`config.mk`:
```
export PLATFORM = sky130hd
export DESIGN_NAME = fetch_queue_unit
export DESIGN_NICKNAME = d
export VERILOG_FILES = /design/src/rtl/fetch_pkg.sv /design/src/rtl/fetch_queue_ram.sv /design/src/rtl/fetch_queue_unit.sv
export SDC_FILE = /design/constraint.sdc
export NUM_CORES = 1
export LEC_CHECK = 0
export BUFFER_PORTS_ARGS = -buffer_cell sky130_fd_sc_hd__clkbuf_2
export CORE_UTILIZATION = 50
export CTS_CLUSTER_DIAMETER = 80
export DETAILED_ROUTE_END_ITERATION = 6
export PLACE_DENSITY_LB_ADDON = 0.15
export SLEW_MARGIN = 25
export SYNTH_ARGS = -nofsm -noshare
export SYNTH_HDL_FRONTEND = slang
export SYNTH_HIERARCHICAL = 1
export SYNTH_SLANG_ARGS = --single-unit
```
`constraint.sdc`:
```
create_clock -name clk -period 5.2 [get_ports clk]
set_clock_uncertainty 0.15 [all_clocks]
set_input_delay 0 -clock clk [delete_from_list [all_inputs] [get_ports clk]]
set_output_delay 0 -clock clk [all_outputs]
set_load 0.01 [all_outputs]
```
`src/rtl/fetch_pkg.sv`:
```
// Shared definitions for the fetch stage: queue entry layout, default
// geometry, reset PC and the pointer-width helper.
package fetch_pkg;

  localparam int FETCH_DATA_W      = 16;
  localparam int FETCH_INSTR_BYTES = 2;
  localparam int FETCH_QDEPTH      = 4;
  localparam logic [FETCH_DATA_W-1:0] FETCH_RESET_PC = 16'h0000;

  // Width of the stale-response counter. Several back-to-back redirects can
  // stack up more discards than the queue depth, so it is sized generously.
  localparam int DROP_W = 8;

  typedef struct packed {
    logic [FETCH_DATA_W-1:0] pc;
    logic [FETCH_DATA_W-1:0] data;
    logic                    filled;
  } fetch_entry_t;

  function automatic int clog2(input int value);
    int w;
    w = 0;
    while ((1 << w) < value) w++;
    return w;
  endfunction

endpackage

```
`src/rtl/fetch_queue_ram.sv`:
```
// In-order fetch queue storage. Entries are allocated at request time with
// the fetch PC, filled in order as responses return, and popped from the
// head. Three pointers (alloc, fill, read) carry one extra wrap bit so the
// occupancy and the number of still-unfilled entries fall out as differences.
module fetch_queue_ram
  import fetch_pkg::*;
#(
  parameter  int QDEPTH = FETCH_QDEPTH,
  localparam int PTR_W  = clog2(QDEPTH)
) (
  input  logic                    clk,
  input  logic                    rst,
  input  logic                    clear,
  input  logic                    alloc_en,
  input  logic [FETCH_DATA_W-1:0] alloc_pc,
  input  logic                    fill_en,
  input  logic [FETCH_DATA_W-1:0] fill_data,
  input  logic                    pop_en,
  output logic                    full,
  output logic [PTR_W:0]          unfilled,
  output fetch_entry_t            head
);

  fetch_entry_t   mem_q [QDEPTH];
  fetch_entry_t   mem_d [QDEPTH];
  logic [PTR_W:0] wr_q, wr_d;
  logic [PTR_W:0] fill_q, fill_d;
  logic [PTR_W:0] rd_q, rd_d;
  logic [PTR_W:0] count;

  // Next-state for storage and pointers; a clear wins over alloc/fill/pop.
  always_comb begin
    count    = wr_q - rd_q;
    full     = (count == (PTR_W+1)'(QDEPTH));
    unfilled = wr_q - fill_q;
    head     = mem_q[rd_q[PTR_W-1:0]];
    mem_d    = mem_q;
    wr_d     = wr_q;
    fill_d   = fill_q;
    rd_d     = rd_q;
    if (clear) begin
      wr_d   = '0;
      fill_d = '0;
      rd_d   = '0;
      for (int i = 0; i < QDEPTH; i++) mem_d[i].filled = 1'b0;
    end else begin
      if (alloc_en && !full) begin
        mem_d[wr_q[PTR_W-1:0]] = '{pc: alloc_pc, data: '0, filled: 1'b0};
        wr_d = wr_q + 1'b1;
      end
      if (fill_en && (unfilled != '0)) begin
        mem_d[fill_q[PTR_W-1:0]].data   = fill_data;
        mem_d[fill_q[PTR_W-1:0]].filled = 1'b1;
        fill_d = fill_q + 1'b1;
      end
      if (pop_en && head.filled) begin
        mem_d[rd_q[PTR_W-1:0]].filled = 1'b0;
        rd_d = rd_q + 1'b1;
      end
    end
  end

  // Register storage and pointers; reset empties the queue.
  always_ff @(posedge clk) begin
    if (!rst) begin
      wr_q   <= '0;
      fill_q <= '0;
      rd_q   <= '0;
      for (int i = 0; i < QDEPTH; i++) mem_q[i] <= '0;
    end else begin
      wr_q   <= wr_d;
      fill_q <= fill_d;
      rd_q   <= rd_d;
      mem_q  <= mem_d;
    end
  end

endmodule

```
`src/rtl/fetch_queue_unit.sv`:
```
// Fetch stage: PC register, sequential next-PC, redirect, decoupled
// instruction-memory handshake and an in-order queue feeding decode.
// Optional feature macro FETCH_PERF_CNT_EN adds saturating stall and flush
// counters as extra outputs. DATA_W must match the package entry width.
module fetch_queue_unit
  import fetch_pkg::*;
#(
  parameter int                DATA_W      = FETCH_DATA_W,
  parameter int                INSTR_BYTES = FETCH_INSTR_BYTES,
  parameter int                QDEPTH      = FETCH_QDEPTH,
  parameter logic [DATA_W-1:0] RESET_PC    = FETCH_RESET_PC
) (
  input  logic              clk,
  input  logic              rst,
  input  logic              redirect_valid,
  input  logic [DATA_W-1:0] redirect_pc,
  output logic              imem_req_valid,
  input  logic              imem_req_ready,
  output logic [DATA_W-1:0] imem_req_addr,
  input  logic              imem_resp_valid,
  input  logic [DATA_W-1:0] imem_resp_data,
  output logic              inst_valid,
  input  logic              inst_ready,
  output logic [DATA_W-1:0] inst_data,
  output logic [DATA_W-1:0] inst_pc,
  output logic [DATA_W-1:0] inst_pc_next
`ifdef FETCH_PERF_CNT_EN
  ,
  output logic [31:0]       perf_stall_cycles,
  output logic [31:0]       perf_flush_cnt
`endif
);

  localparam int PTR_W = clog2(QDEPTH);

  logic [DATA_W-1:0] pc_q, pc_d;
  logic [DROP_W-1:0] drop_q, drop_d;
  logic              hold_q, hold_d;
  logic              q_full;
  logic [PTR_W:0]    q_unfilled;
  fetch_entry_t      q_head;
  logic              req_fire;
  logic              fill_en;
  logic              pop_en;

  // Handshakes, next PC and stale-response bookkeeping. hold_q keeps the
  // request line quiet for the first cycle out of reset.
  always_comb begin
    imem_req_valid = !hold_q && !q_full && !redirect_valid;
    imem_req_addr  = pc_q;
    req_fire       = imem_req_valid && imem_req_ready;
    fill_en        = imem_resp_valid && !redirect_valid && (drop_q == '0);
    inst_valid     = q_head.filled;
    pop_en         = inst_valid && inst_ready && !redirect_valid;
    inst_data      = inst_valid ? q_head.data : '0;
    inst_pc        = inst_valid ? q_head.pc : '0;
    inst_pc_next   = inst_valid ? (q_head.pc + DATA_W'(INSTR_BYTES)) : '0;
    hold_d         = 1'b0;
    pc_d           = pc_q;
    drop_d         = drop_q;
    if (redirect_valid) begin
      pc_d   = redirect_pc;
      drop_d = drop_q + DROP_W'(q_unfilled) - DROP_W'(imem_resp_valid);
    end else begin
      if (req_fire) pc_d = pc_q + DATA_W'(INSTR_BYTES);
      if (imem_resp_valid && (drop_q != '0)) drop_d = drop_q - DROP_W'(1);
    end
  end

  // PC, drop counter and post-reset hold flag.
  always_ff @(posedge clk) begin
    if (!rst) begin
      pc_q   <= RESET_PC;
      drop_q <= '0;
      hold_q <= 1'b1;
    end else begin
      pc_q   <= pc_d;
      drop_q <= drop_d;
      hold_q <= hold_d;
    end
  end

  // A response must always have a destination: a pending discard or an unfilled entry.
  always_ff @(posedge clk) begin
    if (rst) assert (!imem_resp_valid || (drop_q != '0) || (q_unfilled != '0));
  end

  fetch_queue_ram #(.QDEPTH(QDEPTH)) u_queue (
    .clk       (clk),
    .rst       (rst),
    .clear     (redirect_valid),
    .alloc_en  (req_fire),
    .alloc_pc  (pc_q),
    .fill_en   (fill_en),
    .fill_data (imem_resp_data),
    .pop_en    (pop_en),
    .full      (q_full),
    .unfilled  (q_unfilled),
    .head      (q_head)
  );

`ifdef FETCH_PERF_CNT_EN
  logic [31:0] stall_q, stall_d;
  logic [31:0] flush_q, flush_d;

  // Saturating event counters: cycles without an accepted request, redirect cycles.
  always_comb begin
    stall_d = stall_q;
    flush_d = flush_q;
    if (!req_fire && (stall_q != '1)) stall_d = stall_q + 32'd1;
    if (redirect_valid && (flush_q != '1)) flush_d = flush_q + 32'd1;
  end

  // Counters clear on reset, so reset cycles are never counted as stalls.
  always_ff @(posedge clk) begin
    if (!rst) begin
      stall_q <= '0;
      flush_q <= '0;
    end else begin
      stall_q <= stall_d;
      flush_q <= flush_d;
    end
  end

  assign perf_stall_cycles = stall_q;
  assign perf_flush_cnt    = flush_q;
`endif

endmodule

```
==> reports/summary.md <==
The routed design has 23,100 µm of wire. In this run the count of I/O pins placed on the die edge is 104. For this run, the post-layout net count is 1,154. The critical path start-end classification was flip-flop to flip-flop. For met3 alone, demand over resource in global routing was 3.86%. Type of element capturing the critical path: a flip-flop. The maximum vdd drop is 230 µV.

The run gives 0.830 as the placer's final routability congestion estimate. The relative contribution of combinational cells to total power came out at 15.1%. Pin count of the biggest net entering global routing: 117. The slowest cell on the critical path is sky130_fd_sc_hd__o31ai_4. TritonCTS built the clock tree. Total power for the finished layout comes to 3.09 mW.

met2 is the most crowded layer. Along the worst path, the maximum fanout reaches 16. The detailed-route DRC error count is 0. The detail route stage leaves a number of antenna-violating nets equal to 0.

In this run the static leakage power is 4.57 nW. For the number of rows in the core area, the log shows 50. The cell type with the largest total area after synthesis is sky130_fd_sc_hd__dfxtp_1.

In this run the tightest slew margin relative to its limit is 30.2%. The synthesized area per cell was 9.73 µm²; the wire length per cell was 17.4 µm. In this run, the clock network consumes 41.8% of the power.

Broken down by cell family, the worst path's largest delay share belongs to simple AND/OR/NAND/NOR gates. The mapped cell area was 9570 µm². Static timing analysis puts the maximum clock frequency at 215 MHz.

Measured along the x axis, the die boundary spans 140 µm. The data arrival at the endpoint of the critical path is 4810 ps. The first global-routing pass estimated 38,100 µm of wire. For this run, the share of the core covered by cells in the final layout is 58.1%.

The number of vias in the routed layout is 7,694, and the required time at the endpoint of the critical path is 5370 ps. During synthesis, Yosys emitted a total of 6 warnings. The signal on the critical path passes through inv_1 -> ha_1 -> nor2b_1 -> xnor2_2 -> nor2_1 -> or4b_1 -> clkinv_4 -> nand2_1 -> o31ai_4 -> o21ai_0 -> dlygate4sd3_1. Synthesis instantiated 72 different standard cells from the library.

Counting flops and latches in the post-synthesis netlist gives 166. The worst setup path is launched from a flip-flop. The primary flip-flop cell chosen by synthesis mapping was sky130_fd_sc_hd__dfxtp_1. The run gives 7,331 as the via count of the first global-routing pass.

The master cell of the clock root buffer is sky130_fd_sc_hd__clkbuf_16. The number of setup violations in the final report is 0. Global routing consumed, on the met1 layer, 33.4% of the routing resources.

Buffers inserted during clock tree synthesis total 17. The area fraction of the dominant cell type after synthesis came out at 34.7%. The delay contributed by the slowest stage of the critical path was 840 ps; the async set or reset register ratio after synthesis was 0%.

The met2 capacity usage during global routing came out at 39.1%. Counting flops with a built-in enable in the synthesized netlist gives 0. The logs give 0 for the total of cells resized after clock tree synthesis and 0 for the final hold violation count.

Relative to the synthesized area, the layout overhead comes to 13.6%. The number of buffers and inverters on the critical path is 3. Classification of the worst-slack hold path: primary input to flip-flop.

The die covers 19,700 µm². In the post-synthesis netlist, the biggest area contributors are sky130_fd_sc_hd__dfxtp_1 35%, sky130_fd_sc_hd__mux4_2 7.8%, sky130_fd_sc_hd__mux2i_1 6.9%. The proportion of synthesized chip area in sequential cells is 34.7%, and the number of optimization iterations in the first detailed-route pass is 5.

The number of max-cap violations is 0. The run finished with clean final reports. The mean number of vias per cell came out at 5.80.

Adding up every negative setup slack in the final design gives 0 ps. The switching fraction of total power is 27.5%. The later-pin clock latency in the skew report was 420 ps. The internal portion of total power is 2.24 mW, and the cell count after synthesis is 983. The logs give 14,500 µm for the estimated wirelength of the detail-placed design and 0 for the number of diodes added for antenna fixing. Sequential cells burn 43.1% of the power. For this run, the total global-route usage over all layers was measured as 24.2%. The worst hold path cell count was 5; the worst reg-to-reg path cell count was 11. The part of the cycle the worst path needs works out to 89.3%.

After global routing the overflow that remains totals 0. The tools report the number of slew-limit violations in the final report as 0. The DRC marker count from the first detailed-route iteration is 666, and the logic depth of the worst path, buffers included is 11. Dividing total power by cell area gives a power density of 285 nW/µm².

CTS saw 166 sinks. When the netlist entered floorplanning its net count stood at 1,058. The initial antenna violation count was 0; the time the final worst path needs with I/O delays and setup was 4650 ps. The effective utilization at floorplan is 51.1%. Setup repair after global routing left no endpoint under its margin.

After clock tree synthesis, the clock-pin slew on the worst setup and hold paths is 70 ps. Number of buffers inserted by port buffering: 103. In this run the power spent charging and discharging nets is 0.852 mW. The H-tree was split into 4 levels. In the final layout, the share of cells above drive strength 1 is 22.3%. The clock passes through at most 2 buffers.

Slew of the pin with the lowest slew margin: 1050 ps. The total area inside the core boundary comes to 18,700 µm². Height of the die: 140 µm.
-- cell usage in the layout (no fill, tap or decap), types with 17 or more instances in the layout --
cell,Yosys,final
sky130_fd_sc_hd__ha_1,35,35
sky130_fd_sc_hd__dfxtp_1,166,164
sky130_fd_sc_hd__a21oi_1,25,25
sky130_fd_sc_hd__xnor2_1,17,17
sky130_fd_sc_hd__clkbuf_2,0,101
sky130_fd_sc_hd__inv_1,35,35
sky130_fd_sc_hd__mux4_2,33,33
sky130_fd_sc_hd__a32oi_1,66,66
sky130_fd_sc_hd__nand2_1,176,176
sky130_fd_sc_hd__o21ai_0,37,37
sky130_fd_sc_hd__mux2i_1,66,66
sky130_fd_sc_hd__dlygate4sd3_1,1,36
sky130_fd_sc_hd__nor2_1,26,26
sky130_fd_sc_hd__and2_1,44,44
sky130_fd_sc_hd__nand3_1,19,19
sky130_fd_sc_hd__o21ai_2,40,40
sky130_fd_sc_hd__clkbuf_16,0,17
-- worst min-delay path, delay by kind of cell --
family                    cells  cell delay [ps]
buffers and inverters         1              100
and+or+nand+nor               3              400
xor gates and xnor gates      1               70
-- cells in the mapped netlist (4+ instances only) --
cell type,number
sky130_fd_sc_hd__clkbuf_1,24
sky130_fd_sc_hd__ha_1,35
sky130_fd_sc_hd__nand2b_1,6
sky130_fd_sc_hd__a31oi_1,4
sky130_fd_sc_hd__o21ai_0,37
sky130_fd_sc_hd__clkbuf_8,16
sky130_fd_sc_hd__a21oi_1,25
sky130_fd_sc_hd__o31ai_1,7
sky130_fd_sc_hd__o21ai_2,40
sky130_fd_sc_hd__nand4_1,5
sky130_fd_sc_hd__nand3_1,19
sky130_fd_sc_hd__mux4_2,33
sky130_fd_sc_hd__and3_1,10
sky130_fd_sc_hd__dfxtp_1,166
sky130_fd_sc_hd__inv_1,35
sky130_fd_sc_hd__nor2b_1,4
sky130_fd_sc_hd__buf_6,15
sky130_fd_sc_hd__o211ai_1,4
sky130_fd_sc_hd__nor2_1,26
sky130_fd_sc_hd__a221oi_1,9
sky130_fd_sc_hd__mux2i_1,66
sky130_fd_sc_hd__xnor2_1,17
sky130_fd_sc_hd__and2_1,44
sky130_fd_sc_hd__o211ai_4,4
sky130_fd_sc_hd__nand2_1,176
sky130_fd_sc_hd__nor3_1,7
sky130_fd_sc_hd__buf_2,7
sky130_fd_sc_hd__a32oi_1,66
sky130_fd_sc_hd__a311oi_4,4
sky130_fd_sc_hd__xor2_1,10
-- path summary, 6_finish.rpt --
check / start / slack, ps / end
max: u_queue/wr_q[0] / 550 / u_queue/mem_q[1]
min: inst_ready / 30 / u_queue/rd_q[2]
max reg2reg: u_queue/wr_q[0] / 550 / u_queue/mem_q[1]
min reg2reg: flip-flop / 310 / flip-flop
-- timing repair --
item,4_1_cts,5_1_grt
endpoints found under the hold margin,83,0
buffers inserted,0,0
hold buffers,36,0
-- cell type report --
class | instances | area, µm²
clock buffers | 18 | 439
clock inverters | 14 | 164
fillers | 1649 | 7840
inverters | 38 | 148
multi-input cells | 708 | 5540
flip-flops and latches | 166 | 3330
well taps | 234 | 293
repair buffers | 148 | 953
-- power by group through the flow --
stage          logic, mW  clock network (mW)  registers [mW]
2_1_floorplan      0.364                   0            1.35
3_3_place_gp       0.440                   0            1.36
6_report           0.467                1.29            1.33
5_1_grt            0.534                1.38            1.34
4_1_cts            0.468                1.32            1.33
3_5_place_dp       0.444                   0            1.36
-- per-stage QoR --
step	hold slack [ps]	std cells	worst slack (ps)	instance area, µm²
floorplan	-30.8	983	1440	9570
global placement	93.3	1258	1260	9890
detailed placement	103	1258	1120	9890
CTS	13.4	1326	586	10900
global route	31.8	1326	259	10900
finish	30.8	1326	555	10900
-- layer usage --
| metal | part of all wire, % | up-vias | routed length (µm) |
|---|---|---|---|
| met5 | 0 | - | 0 |
| met4 | 1.3 | 0 | 299 |
| met3 | 3.3 | 26 | 771 |
| met2 | 48 | 178 | 11200 |
| met1 | 47 | 3716 | 10800 |
| li1 | - | 3774 | - |
-- logic make-up (layout without fill, tap and decap cells) --
kind of cell    count (synthesis)  after routing  synth area share [%]
simple gates                  315            315                  15.3
compound gates                226            226                  19.5
flops                         166            166                  34.7
buf+inv                       109            218                  7.63
mux                           100            100                  14.8
fa+ha+maj                      37             37                  5.00
xor+xnor                       30             30                  3.06
(Power assumes the default switching activity.)
